## src/rtl/swbut_pkg.sv

```systemverilog
// Shared encodings for the switch/button sweep driver: operating modes,
// handshake FSM states and a small mode classification helper.
package swbut_pkg;

    typedef enum logic [1:0] {
        MODE_MANUAL = 2'd0,
        MODE_AUTO   = 2'd1,
        MODE_SWEEP  = 2'd2,
        MODE_HOLD   = 2'd3
    } mode_e;

    typedef enum logic [1:0] {
        ST_IDLE  = 2'd0,
        ST_ISSUE = 2'd1,
        ST_WAIT  = 2'd2
    } state_e;

    // Modes whose argument advances on prescaler ticks rather than on sw.
    function automatic logic is_stepping(input mode_e m);
        return (m == MODE_AUTO) || (m == MODE_SWEEP);
    endfunction

endpackage

```

## src/rtl/swbut_prescaler.sv

```systemverilog
// Auto-step prescaler: free-running up-counter with a period compare.
// tick marks the last cycle of a window of (period+1) * 2^PS_SHIFT enabled
// cycles, so period==0 still steps every 2^PS_SHIFT cycles instead of
// firing on the very first cycle after a clear.
module swbut_prescaler #(
    parameter int IN_W     = 15,
    parameter int DIV_W    = 27,
    parameter int PS_SHIFT = 12
) (
    input  logic            clk,
    input  logic            nrst,
    input  logic            clr,
    input  logic            en,
    input  logic [IN_W-1:0] period,
    output logic            tick
);

    localparam int HI_W = DIV_W - PS_SHIFT;
    localparam logic [PS_SHIFT-1:0] LOW_ONES = '1;

    logic [DIV_W-1:0] div_q, div_d;

    // Next count: clear wins over increment; frozen when not enabled.
    always_comb begin
        div_d = div_q;
        if (clr) begin
            div_d = '0;
        end else if (en) begin
            div_d = div_q + DIV_W'(1);
        end
    end

    // Counter register.
    always_ff @(posedge clk or negedge nrst) begin
        if (!nrst) begin
            div_q <= '0;
        end else begin
            div_q <= div_d;
        end
    end

    assign tick = (div_q[DIV_W-1:PS_SHIFT] == HI_W'(period)) &&
                  (div_q[PS_SHIFT-1:0] == LOW_ONES);

endmodule

```

## src/rtl/swbut_sweep_driver.sv

```systemverilog
// Drives one argument at a time into an external kernel over valid/ready,
// captures the result and shows it (or the best argument found while
// sweeping) on disp.
//
// state    | meaning
// ---------+-------------------------------------------------------------
// ST_IDLE  | no request outstanding; mode changes are applied here
// ST_ISSUE | k_in_valid high, k_arg held until k_in_ready
// ST_WAIT  | k_out_ready high, waiting for k_out_valid to capture k_res
//
// The mode input is only adopted (amode_q) while idle, so a mode change
// never disturbs a transaction that is already in flight.
module swbut_sweep_driver
    import swbut_pkg::*;
#(
    parameter int IN_W     = 15,
    parameter int DATA_W   = 27,
    parameter int DIV_W    = 27,
    parameter int PS_SHIFT = 12
) (
    input  logic              clk,
    input  logic              nrst,
    input  logic [IN_W-1:0]   sw,
    input  logic [1:0]        mode,
    output logic              k_in_valid,
    input  logic              k_in_ready,
    output logic [DATA_W-1:0] k_arg,
    input  logic              k_out_valid,
    output logic              k_out_ready,
    input  logic [DATA_W-1:0] k_res,
    output logic [IN_W-1:0]   disp,
    output logic              busy
);

    state_e            state_q, state_d;
    mode_e             amode_q, amode_d;
    mode_e             mode_in;
    logic [DATA_W-1:0] arg_q, arg_d;
    logic [IN_W-1:0]   last_q, last_d;
    logic [DATA_W-1:0] best_res_q, best_res_d;
    logic [IN_W-1:0]   best_arg_q, best_arg_d;
    logic              ps_clr, ps_en, ps_tick;

    assign mode_in = mode_e'(mode);

    swbut_prescaler #(
        .IN_W    (IN_W),
        .DIV_W   (DIV_W),
        .PS_SHIFT(PS_SHIFT)
    ) u_prescaler (
        .clk   (clk),
        .nrst  (nrst),
        .clr   (ps_clr),
        .en    (ps_en),
        .period(sw),
        .tick  (ps_tick)
    );

    // Next-state, argument stepping, result capture and sweep tracking.
    always_comb begin
        state_d    = state_q;
        amode_d    = amode_q;
        arg_d      = arg_q;
        last_d     = last_q;
        best_res_d = best_res_q;
        best_arg_d = best_arg_q;
        ps_clr     = 1'b0;
        ps_en      = 1'b0;
        case (state_q)
            ST_IDLE: begin
                if (mode_in != amode_q) begin
                    amode_d = mode_in;
                    ps_clr  = 1'b1;
                    if (mode_in == MODE_SWEEP) begin
                        arg_d      = '0;
                        best_res_d = '0;
                        best_arg_d = '0;
                    end
                end else if (amode_q == MODE_MANUAL) begin
                    if (DATA_W'(sw) != arg_q) begin
                        arg_d   = DATA_W'(sw);
                        state_d = ST_ISSUE;
                    end
                end else if (is_stepping(amode_q)) begin
                    ps_en = 1'b1;
                    if (ps_tick) begin
                        arg_d   = arg_q + DATA_W'(1);
                        ps_clr  = 1'b1;
                        state_d = ST_ISSUE;
                    end
                end
            end
            ST_ISSUE: begin
                if (k_in_ready) begin
                    state_d = ST_WAIT;
                end
            end
            ST_WAIT: begin
                if (k_out_valid) begin
                    last_d = k_res[IN_W-1:0];
                    // Strictly greater: ties keep the earlier argument.
                    if ((amode_q == MODE_SWEEP) && (k_res > best_res_q)) begin
                        best_res_d = k_res;
                        best_arg_d = arg_q[IN_W-1:0];
                    end
                    state_d = ST_IDLE;
                end
            end
            default: state_d = ST_IDLE;
        endcase
    end

    // State and datapath registers.
    always_ff @(posedge clk or negedge nrst) begin
        if (!nrst) begin
            state_q    <= ST_IDLE;
            amode_q    <= MODE_MANUAL;
            arg_q      <= '0;
            last_q     <= '0;
            best_res_q <= '0;
            best_arg_q <= '0;
        end else begin
            state_q    <= state_d;
            amode_q    <= amode_d;
            arg_q      <= arg_d;
            last_q     <= last_d;
            best_res_q <= best_res_d;
            best_arg_q <= best_arg_d;
        end
    end

    assign k_in_valid  = (state_q == ST_ISSUE);
    assign k_out_ready = (state_q == ST_WAIT);
    assign busy        = (state_q != ST_IDLE);
    assign k_arg       = arg_q;
    assign disp        = (amode_q == MODE_SWEEP) ? best_arg_q : last_q;

endmodule

```

## config.mk

```make
export PLATFORM = sky130hd
export DESIGN_NAME = swbut_sweep_driver
export DESIGN_NICKNAME = d
export VERILOG_FILES = /design/src/rtl/swbut_pkg.sv /design/src/rtl/swbut_prescaler.sv /design/src/rtl/swbut_sweep_driver.sv
export SDC_FILE = /design/constraint.sdc
export NUM_CORES = 1
export LEC_CHECK = 0
export ABC_AREA = 1
export BUFFER_PORTS_ARGS = -buffer_cell sky130_fd_sc_hd__buf_4
export CORE_MARGIN = 4
export CORE_UTILIZATION = 54
export DETAILED_ROUTE_END_ITERATION = 8
export HOLD_SLACK_MARGIN = 0.08
export MAX_ROUTING_LAYER = met4
export PLACE_DENSITY = 0.78
export SYNTH_ARGS = -nofsm -noshare
export SYNTH_HDL_FRONTEND = slang
export SYNTH_HIERARCHICAL = 1
export SYNTH_SLANG_ARGS = --single-unit
```

## constraint.sdc

```tcl
create_clock -name clk -period 2.6 [get_ports clk]
set_clock_uncertainty 0.05 [all_clocks]
set_input_delay 0.65 -clock clk [delete_from_list [all_inputs] [get_ports clk]]
set_output_delay 0.65 -clock clk [all_outputs]
set_load 0.03 [all_outputs]
```

# ---- Yosys cells after proc, flatten, opt, wreduce, memory -nomap -nowiden
# Cells that the tools add are included.
dict set report classes {
  n_addsub 2
  mul 0
  mux 35
  n_reduce_logical 15
  eq_ne 20
  div_mod_pow 0
  bitwise_logic 0
  n_shift 0
  magnitude_cmp 1
}
# cell count
set op_table {}
lappend op_table {{two-way mux 27 bit} 11}
lappend op_table {{two-way mux 15 bit} 5}
lappend op_table {{adder 27 x 1 -> 27 bit, second input constant} 2}
lappend op_table {{case mux 27 bit (2 select lines)} 1}
lappend op_table {{case mux 15 bit (2 select lines)} 1}
lappend op_table {{greater-than comparator 27 bit} 1}
lappend op_table {{inequality test 15 x 27 -> 1 bit} 1}
lappend op_table {{equality test 15 bit} 1}
lappend op_table {{two-way mux 2 bit} 7}
lappend op_table {{equality test 12 bit, second input constant} 1}
lappend op_table {{AND reduction 5 bit} 2}
lappend op_table {{two-way mux 1 bit} 9}
lappend op_table {{inequality test 3 bit, second input constant} 3}
lappend op_table {{inequality test 2 bit, second input constant} 4}
lappend op_table {{equality test 2 bit, second input constant} 3}
lappend op_table {{inequality test 2 x 1 -> 1 bit, second input constant} 3}
lappend op_table {{case mux 2 bit (3 select lines)} 1}
lappend op_table {{AND reduction 6 bit} 1}
lappend op_table {{nonzero test 2 bit} 3}
lappend op_table {{nonzero test 3 bit} 2}
lappend op_table {{equality test 2 x 1 -> 1 bit, second input constant} 2}
lappend op_table {{zero test 2 bit} 2}
lappend op_table {{AND reduction 2 bit} 2}
lappend op_table {{inequality test 3 x 2 -> 1 bit, second input constant} 1}
lappend op_table {{other kinds (3)} 4}
dict set report totals {
  latch_bits 0
  input_bits 48
  ramBits 0
  mem_count 0
  rom_bits 0
  regBits 115
}

# ---- Longest topological paths before layout
# Gate-level depths: netlist of run 1.
dict set report depth {
  word_depth 8
  mapped_depth 16
  mapped_depth_nobuf 16
}

# ---- Modules after synthesis
# The synthesis of run 1 kept the hierarchy.
# mod instances cells_each seq_area_each_um2 area_each_um2
set by_module_without_submodules {}
lappend by_module_without_submodules {swbut_sweep_driver 1 806 2202.1 5705.5}
lappend by_module_without_submodules {swbut_prescaler 1 267 675.6 1855.5}

# ---- Worst setup path after synthesis of run 1
# No wires, ideal clock.
dict set report synth_timing {
  path_kind {input port to flip-flop}
  startpoint {input sw[14]}
  endpoint {register u_prescaler.div_q[19]}
  t_arrival_ns 2.274
  setup_slack_ns 0.160
  n_path_buf 0
  stages 13
  setup_time_ns 0.117
  cell_sequence {xor2_1 -> nor3_1 -> nand3_1 -> nor2_1 -> nand3_1 -> a21oi_1 -> nor2_4 -> nor2_8 -> nand3_2 -> nor2_1 -> nand2_1 -> nand2_1 -> nor2_1}
}
dict set report synth_via {
  elab_chain_len 8
}
# element line_no
set synth_lines {}
lappend synth_lines {{start: declaration} swbut_sweep_driver.sv:23} ;# input logic [IN_W-1:0] sw,
lappend synth_lines {{equality test 15 bit (*)} swbut_prescaler.sv:42} ;# assign tick = (div_q[DIV_W-1:PS_SHIFT] == HI_W'(period)) &&
lappend synth_lines {{logical AND 1 bit (*)} swbut_prescaler.sv:42}
lappend synth_lines {{named net ps_tick} swbut_sweep_driver.sv:42} ;# logic ps_clr, ps_en, ps_tick;
lappend synth_lines {{two-way mux 1 bit (*)} swbut_sweep_driver.sv:86} ;# if (ps_tick) begin
lappend synth_lines {{two-way mux 1 bit (*)} swbut_sweep_driver.sv:84} ;# end else if (is_stepping(amode_q)) begin
lappend synth_lines {{two-way mux 1 bit (*)} swbut_sweep_driver.sv:79} ;# end else if (amode_q == MODE_MANUAL) begin
lappend synth_lines {{two-way mux 1 bit (*)} swbut_sweep_driver.sv:71} ;# if (mode_in != amode_q) begin
lappend synth_lines {{two-way mux 1 bit (*)} swbut_sweep_driver.sv:69} ;# case (state_q)
lappend synth_lines {{named net ps_clr} swbut_sweep_driver.sv:42}
lappend synth_lines {{two-way mux 27 bit or nonzero test 2 bit (tied branches)} -}
lappend synth_lines {{end signal: assignment} swbut_prescaler.sv:38} ;# div_q <= div_d;
lappend synth_lines {{end: declaration} swbut_prescaler.sv:21} ;# logic [DIV_W-1:0] div_q, div_d;
# Mark *: on every way through the listed nets, which the timed path passes. The rest lies on a longest branch.
# A chain may end at the register's enable or synchronous reset.

# ---- Final worst setup path of run 1
dict set report layout_timing {
  startpoint {register amode_q[0]}
  endpoint {output disp[11]}
}
dict set report layout_via {
  elab_chain_len 2
}
# element line_no
set layout_lines {}
lappend layout_lines {{start: declaration} swbut_sweep_driver.sv:36} ;# mode_e amode_q, amode_d;
lappend layout_lines {{start signal: assignment} swbut_sweep_driver.sv:124} ;# amode_q <= amode_d;
lappend layout_lines {{equality test 2 bit} swbut_sweep_driver.sv:136} ;# assign disp = (amode_q == MODE_SWEEP) ? best_arg_q : last_q;
lappend layout_lines {{two-way mux 15 bit} swbut_sweep_driver.sv:136}
lappend layout_lines {{end: declaration} swbut_sweep_driver.sv:31} ;# output logic [IN_W-1:0] disp,
# No other way between the ends.

==> impl_metrics.tcl, run 1 <==
set metrics [dict create \
    status "completed" \
    place_area_um2 8620 \
    finalPower_mw 8.93 \
    post_drt_wl_per_cell_um 16.1 \
    setup_violations 0 \
    cts-root-buf "clkbuf_16" \
    fin_util 0.694 \
    diodes 0 \
    vias 7613 \
    relSlewSlack 0.565 \
    synth.cell_area_um2 7560 \
    tns_ns 0 \
    drc 0 \
    syn_nets 1153 \
    timing.fmax_ghz 0.402 \
    grt.overflow.total 0 \
    p_leak_nw 4.54 \
    period_needed_ns 2.49 \
    layout_setup_ws_ns 0.114 \
    boundaryPins 93 \
    fin_nets 1267 \
    fin_cells 1376 \
    maxCapViolations 0 \
    placed_cells 1340 \
    final_layout_size_suffix_gt1_frac 0.170 \
    cts_num_sinks 115 \
    grt_max_degree 63 \
    worstPathCellList "inv_1, ha_1, buf_6, o21ai_0, buf_4" \
    worst_hold_path_type "in2async" \
    peakVddDrop_v 0.000685 \
    routed_wl_um 22200 \
    die_x_um 126 \
    area.growth.synth_to_final_pct 23.4 \
    rows 42 \
    slew_violations 0 \
    design_area_um2 9330 \
    crit_buf_inv 3 \
    place_ws_ns -0.0507 \
    critPathMaxStageDelay_ns 0.39 \
    hpwl_um 16500 \
    cts_made_buffers 17 \
    h-tree-depth 4 \
    start_util 0.562 \
    async_flop_share 1.00 \
    gp_congestion 1.01 \
    grt_util_all_layers 0.289 \
    die_area_um2 16000 \
    grt_pass1_vias 7159 \
    p_per_area_nw_per_um2 957 \
    cts_tree "done" \
    synth_edf_count 0 \
    ys_warn_count 6 \
    clk_latency_ns 0.41 \
    post-route-period-util 0.956 \
    tightest_slew_ns 0.652 \
    synth_cell_types 39 \
    cp_top_family "buffers and inverters" \
    worstPathRequired_ns 1.90 \
    drtPass1Iterations 7 \
    cp-end-kind "output port" \
    portBuffers 92 \
    synth_ff_type "dfrtp_1" \
    synth_area_per_cell_um2 7.05 \
    clk_pin_slew_ns 0.06 \
    ant_nets 0 \
    grt_pass1_wl_um 36300 \
    whs_ns 0.207 \
    via_per_inst 5.53 \
    die_h_um 126 \
    hold_violations 0 \
    ctsHoldBuffers 0 \
    yosysSeqAreaShare 0.381 \
    antenna_found_initial 0 \
    syn_inst 1073 \
    critPathSlowestCell "dfrtp_1" \
    drt_iter0_markers 843 \
    core-area_um2 13500 \
    clk_path_buf_depth 2 \
    critPathKind "reg2out" \
    synth-seq-cells 115 \
    cp_max_fo 31 \
    critPathLaunchType "register" \
    critPathArrivalTime_ns 1.79 \
]
[final timing paths]
check / start / endpoint / slack [ns] / depth (start not counted)
max: amode_q[0] / disp[11] / 0.11 / 5
min: nrst / best_res_q[26] / 0.21 / 1
max reg2reg: u_prescaler/div_q[1] / u_prescaler/div_q[18] / 0.15 / 17
min reg2reg: best_arg_q[6] / best_arg_q[6] / 0.42 / 2
max in group asynchronous: nrst / u_prescaler/div_q[12] / 1.64 / 2
min in group clk: k_in_ready / state_q[0] / 0.40 / 2
[worst reg2reg max path, stage by stage, from the launching register on]
cell and delay [ns]:
dfrtp_1 0.43, ha_4 0.18, inv_1 0.05, nor2_2 0.12, nand2_2 0.10, nor2_4 0.15, nand3_1 0.10, nor2_2 0.15
nand3_1 0.09, a21oi_1 0.13, buf_4 0.15, nor2_4 0.07, nor2_4 0.15, nand3b_2 0.11, nor2_1 0.15, nand2_1 0.07
nand2_1 0.06, nor2_1 0.04
[Yosys cell counts (5+ instances only)]
cell      instances  area (um2)
inv_2             5        18.8
nand2_2           6        37.5
xor2_1           22         193
dfrtp_1         115        2880
a21oi_1          26         130
nor3_1           24         120
inv_1           125         469
buf_6             5        56.3
ha_1             32         400
nor2_4            6        67.6
clkbuf_1         17        63.8
xnor2_1          13         114
nor2_1          115         432
nand4_1          17         106
nand2_1         320        1200
o21ai_0          69         345
nand3_1         105         526
[routing by layer]
| metal | track usage | up-vias | share of wire |
|---|---|---|---|
| met2 | 0.444 | 370 | 0.46 |
| met5 | - | - | 0 |
| met3 | 0.0698 | 40 | 0.086 |
| met4 | 0.0713 | 0 | 0.019 |
| met1 | 0.390 | 3546 | 0.43 |
| li1 | - | 3657 | - |
[power by group]
group,switching [mW],internal (mW)
Sequential,0.345,2.12
Combinational,2.55,1.33
Clock,0.863,1.73
Total,3.76,5.18
[placed cells by master (no fill, tap or decap), drive strengths merged, types with 13 or more instances in the layout]
cell type and instances:
xor2 22, xnor2 13, nor2 126, nor3 25, dfrtp 115, nand3 108, inv 132, a21oi 26
ha 32, buf 131, nand4 17, nand2 329, o21ai 75, clkbuf 19
[timing repair]
action                                  CTS  global route
pin swaps                                 0             7
setup buffers                             0             4
resized for setup                         2             8
endpoints found under the setup margin   13            42
[final cells by class]
class | count | area, um2
Clock inverter | 13 | 204
Sequential cell | 115 | 2880
Clock buffer | 19 | 443
Tap cell | 176 | 220
Timing Repair Buffer | 131 | 1070
Inverter | 130 | 488
Fill cell | 1153 | 4120
Multi-Input combinational cell | 792 | 4020
[registers in the layout, indices dropped and copies added, names as in the netlist]
signal / count
best_arg_q: 15
amode_q: 2
k_arg: 27
best_res_q: 27
last_q: 15
u_prescaler/div_q: 27
state_q: 2
[logic make-up after synthesis]
group | after synthesis | share of synthesized area
simple gates | 611 | 0.352
buf+inv | 166 | 0.0922
flops | 115 | 0.381
compound gates | 113 | 0.0801
xor+xnor | 35 | 0.0405
fa+ha+maj | 32 | 0.0530
mux | 1 | 0.00132
(Power assumes the default switching activity.)
==> run 2: changes to the inputs <==
--- a/config.mk
+++ b/config.mk
@@ -8,11 +8,12 @@
 export ABC_AREA = 1
 export BUFFER_PORTS_ARGS = -buffer_cell sky130_fd_sc_hd__buf_4
 export CORE_MARGIN = 4
-export CORE_UTILIZATION = 54
+export CORE_UTILIZATION = 50
+export CTS_BUF_LIST = sky130_fd_sc_hd__clkbuf_8
 export DETAILED_ROUTE_END_ITERATION = 8
 export HOLD_SLACK_MARGIN = 0.08
 export MAX_ROUTING_LAYER = met4
-export PLACE_DENSITY = 0.78
+export PLACE_DENSITY = 0.73
 export SYNTH_ARGS = -nofsm -noshare
 export SYNTH_HDL_FRONTEND = slang
 export SYNTH_HIERARCHICAL = 1
==> impl_metrics.tcl, run 2 (synthesized netlist as in run 1, its figures left out) <==
set metrics [dict create \
    grt_pass1_wl_um 34200 \
    grt_max_degree 55 \
    clk_latency_ns 0.43 \
    diodes 0 \
    grt.overflow.total 0 \
    worstPathCellList "inv_1, ha_1, buf_8, o21ai_0, buf_4" \
    clk_pin_slew_ns 0.06 \
    critPathLaunchType "register" \
    cp-end-kind "output port" \
    routed_wl_um 20700 \
    die_x_um 131 \
    area.growth.synth_to_final_pct 20.0 \
    cts_made_buffers 17 \
    post_drt_wl_per_cell_um 14.9 \
    gp_congestion 0.958 \
    peakVddDrop_v 0.000461 \
    critPathMaxStageDelay_ns 0.39 \
    relSlewSlack 0.640 \
    drt_iter0_markers 603 \
    final_cell_mix "320 x nand2_1, 130 x inv_1, 124 x buf_4, 115 x dfrtp_1, 111 x nor2_1" \
    whs_ns 0.120 \
    final_layout_size_suffix_gt1_frac 0.165 \
    hold_violations 0 \
    h-tree-depth 4 \
    use_met1 0.360 \
    cts_tree "done" \
    die_area_um2 17200 \
    period_needed_ns 2.49 \
    clk_path_buf_depth 2 \
    setup_violations 0 \
    worst_hold_path_type "in2async" \
    timing.fmax_ghz 0.402 \
    worstPathRequired_ns 1.90 \
    status "completed" \
    layout_setup_ws_ns 0.114 \
    critPathArrivalTime_ns 1.79 \
    grtUsageMet2 0.392 \
    cts_num_sinks 115 \
    antenna_found_initial 0 \
    hpwl_um 15400 \
    busiest_layer "met2" \
    die_h_um 131 \
    finalPower_mw 7.85 \
    critPathKind "reg2out" \
    fin_cells 1383 \
    ant_nets 0 \
    placed_cells 1347 \
    place_ws_ns -0.0188 \
    drc 0 \
    worstRegToRegCells 16 \
    start_util 0.514 \
    vias 7219 \
    p_leak_nw 4.44 \
    boundaryPins 93 \
    maxCapViolations 0 \
    grt_util_all_layers 0.260 \
    slew_violations 0 \
    tightest_slew_ns 0.536 \
    cts-root-buf "clkbuf_8" \
    rows 44 \
    fin_nets 1269 \
    final_common_cell "nand2_1" \
    portBuffers 92 \
    fin_util 0.617 \
    cp_max_fo 31 \
    p_per_area_nw_per_um2 866 \
    grt_pass1_vias 6882 \
    post-route-period-util 0.956 \
    via_per_inst 5.22 \
    ctsHoldBuffers 0 \
    critPathSlowestCell "dfrtp_1" \
    core-area_um2 14700 \
    drtPass1Iterations 5 \
    grt_use_met3 0.0504 \
]
-- run 2: power by group --
group          switching, mW  leakage (nW)  total [mW]  internal, mW
clock                  0.702         0.196        1.54         0.837
combinational           2.52          2.68        3.90          1.38
sequential             0.299          1.57        2.42          2.12
total                   3.52          4.44        7.85          4.33
-- run 2: worst paths after layout --
kind	slack, ns	from	end
max in group asynchronous	1.74	nrst	k_arg[25]
max	0.11	amode_q[0]	disp[11]
min reg2reg	0.42	best_res_q[17]	best_res_q[17]
min in group clk	0.38	k_in_ready	state_q[0]
min	0.12	nrst	best_res_q[14]
max reg2reg	0.26	u_prescaler/div_q[0]	u_prescaler/div_q[8]
-- run 2: final cells by class --
class | count | area [um2]
inverter | 130 | 488
fill | 1384 | 5620
multi-input combinational | 792 | 4020
clock inverter | 11 | 101
tap | 184 | 230
timing repair buffer | 133 | 1110
sequential | 115 | 2880
clock buffer | 18 | 248
-- run 2: through the flow --
step / TNS (ns) / cell area [um2]
2_1_floorplan: 0 / 7560
3_3_place_gp: 0 / 8640
3_5_place_dp: -0.0188 / 8640
4_1_cts: 0 / 8980
5_1_grt: -0.00772 / 9070
6_report: 0 / 9070
-- run 2: repair_timing --
item                                    4_1_cts  5_1_grt
hold endpoints to repair                      0        0
buffers inserted                              0        7
endpoints found under the setup margin        0       61
resized for setup                             0       13
-- run 2: routing by layer --
| layer | vias to the layer above | share of wire | wire (um) |
|---|---|---|---|
| li1 | 3655 | - | - |
| met1 | 3244 | 0.46 | 9440 |
| met2 | 284 | 0.46 | 9450 |
| met3 | 36 | 0.073 | 1500 |
| met4 | 0 | 0.013 | 275 |
| met5 | - | 0 | 0 |
-- run 2: worst max-delay path, delay by kind of cell (launching register included) --
kind | cells | cell delay [ns]
buffers and inverters | 3 | 0.47
DFF | 1 | 0.39
AOI/OAI and AO/OA | 1 | 0.26
adders and majority gates | 1 | 0.23
==> run 3: changes to the inputs <==
==> constraint.sdc (replaced) <==
create_clock -name clk -period 2.6 [get_ports clk]
set_clock_uncertainty 0.05 [all_clocks]
set_input_delay 0.39 -clock clk [delete_from_list [all_inputs] [get_ports clk]]
set_output_delay 0.39 -clock clk [all_outputs]
set_load 0.03 [all_outputs]
==> impl_metrics.tcl, run 3 (synthesized netlist as in run 1, its figures left out) <==
set metrics [dict create \
    portBuffers 92 \
    p_leak_nw 4.36 \
    final_layout_size_suffix_gt1_frac 0.166 \
    diodes 0 \
    peakVddDrop_v 0.000553 \
    clk_pin_slew_ns 0.07 \
    slew_violations 0 \
    clk_latency_ns 0.45 \
    tns_ns 0 \
    die_h_um 131 \
    period_needed_ns 2.35 \
    h-tree-depth 4 \
    layout_setup_ws_ns 0.254 \
    place_ws_ns 0.0294 \
    grt_pass1_vias 6810 \
    core-area_um2 14700 \
    hpwl_um 15800 \
    area.growth.synth_to_final_pct 18.4 \
    via_per_inst 5.32 \
    critPathArrivalTime_ns 2.64 \
    rows 44 \
    cp_max_fo 5 \
    antenna_found_initial 0 \
    worstRegToRegCells 17 \
    post_drt_wl_per_cell_um 15.3 \
    grt_max_degree 52 \
    drt_iter0_markers 663 \
    cts_num_sinks 115 \
    fin_util 0.609 \
    final_cell_mix "320 x nand2_1, 127 x inv_1, 120 x buf_4, 114 x dfrtp_1, 108 x nor2_1" \
    routed_wl_um 21000 \
    vias 7320 \
    post-route-period-util 0.902 \
    fin_cells 1376 \
    p_per_area_nw_per_um2 863 \
    finalPower_mw 7.73 \
    maxCapViolations 0 \
    grt_pass1_wl_um 34600 \
    timing.fmax_ghz 0.426 \
    grt.overflow.total 0 \
    drtPass1Iterations 6 \
    critPathLaunchType "register" \
    ant_nets 0 \
    cts_made_buffers 17 \
    final_common_cell "nand2_1" \
    grt_util_all_layers 0.263 \
    setup_violations 0 \
    hold_depth 2 \
    tightest_slew_ns 0.467 \
    drc 0 \
    fin_nets 1259 \
    relSlewSlack 0.688 \
    hold_violations 0 \
    worstPathRequired_ns 2.89 \
    start_util 0.514 \
    gp_congestion 1.02 \
    worst_hold_path_type "in2reg" \
    die_x_um 131 \
    placed_cells 1341 \
    cts-root-buf "clkbuf_8" \
    status "completed" \
    critPathKind "reg2reg" \
    cp-end-kind "register" \
    boundaryPins 93 \
    cts_tree "done" \
    die_area_um2 17200 \
    clk_path_buf_depth 2 \
]
run 3: path summary, 6_finish.rpt:
check	start	end	slack, ns
max in group asynchronous	nrst	u_prescaler/div_q[0]	1.53
worst min-delay path	k_in_ready	state_q[0]	0.1
min in group asynchronous	nrst	best_res_q[17]	0.33
worst max-delay path	u_prescaler/div_q[0]	u_prescaler/div_q[18]	0.25
worst max register to register	u_prescaler/div_q[0]	u_prescaler/div_q[18]	0.25
worst min register to register	best_res_q[23]	best_res_q[23]	0.42
run 3: area by class of cell:
class | instances | area, um2
fillers | 1366 | 5750
multi-input cells | 792 | 4030
inverters | 130 | 492
flip-flops and latches | 115 | 2880
repair buffers | 123 | 951
clock inverters | 12 | 91.3
well taps | 184 | 230
clock buffers | 20 | 275
run 3: worst max-delay path: stages, from the launching register on:
cell and delay [ns]:
dfrtp_2 0.41, ha_4 0.16, inv_1 0.05, nor2_2 0.15, nand2_2 0.09, nor2_2 0.11, nand3_1 0.09, nor2_2 0.11
nand3_1 0.08, a21oi_1 0.14, buf_4 0.15, nor2_4 0.07, nor2_4 0.16, nand3b_2 0.12, nor2_2 0.14, nand2_1 0.06
nand2_1 0.05, nor2_1 0.04
run 3: repair_timing:
action,in CTS,in global routing
hold buffers,1,0
buffers inserted,0,2
resized for setup,0,13
endpoints found under the setup margin,0,46
hold endpoints to repair,21,0
run 3: layer usage:
layer | vias to the layer above | GRT usage | part of all wire
li1 | 3640 | - | -
met5 | - | - | 0
met2 | 272 | 0.397 | 0.46
met4 | 0 | 0.0786 | 0.015
met3 | 26 | 0.0463 | 0.069
met1 | 3382 | 0.365 | 0.45
run 3: where the power goes:
part	total (mW)	leakage [nW]	switching (mW)	internal [mW]
combinational	3.69	2.60	2.48	1.21
sequential	2.46	1.56	0.339	2.12
clock	1.58	0.202	0.766	0.814
run 3: per-stage QoR:
step | hold slack, ns | cell area [um2]
after floorplan | 0.0444 | 7560
after global placement | 0.265 | 8520
after detailed placement | 0.270 | 8520
after CTS | 0.0828 | 8890
after global routing | 0.103 | 8950
final | 0.0994 | 8950
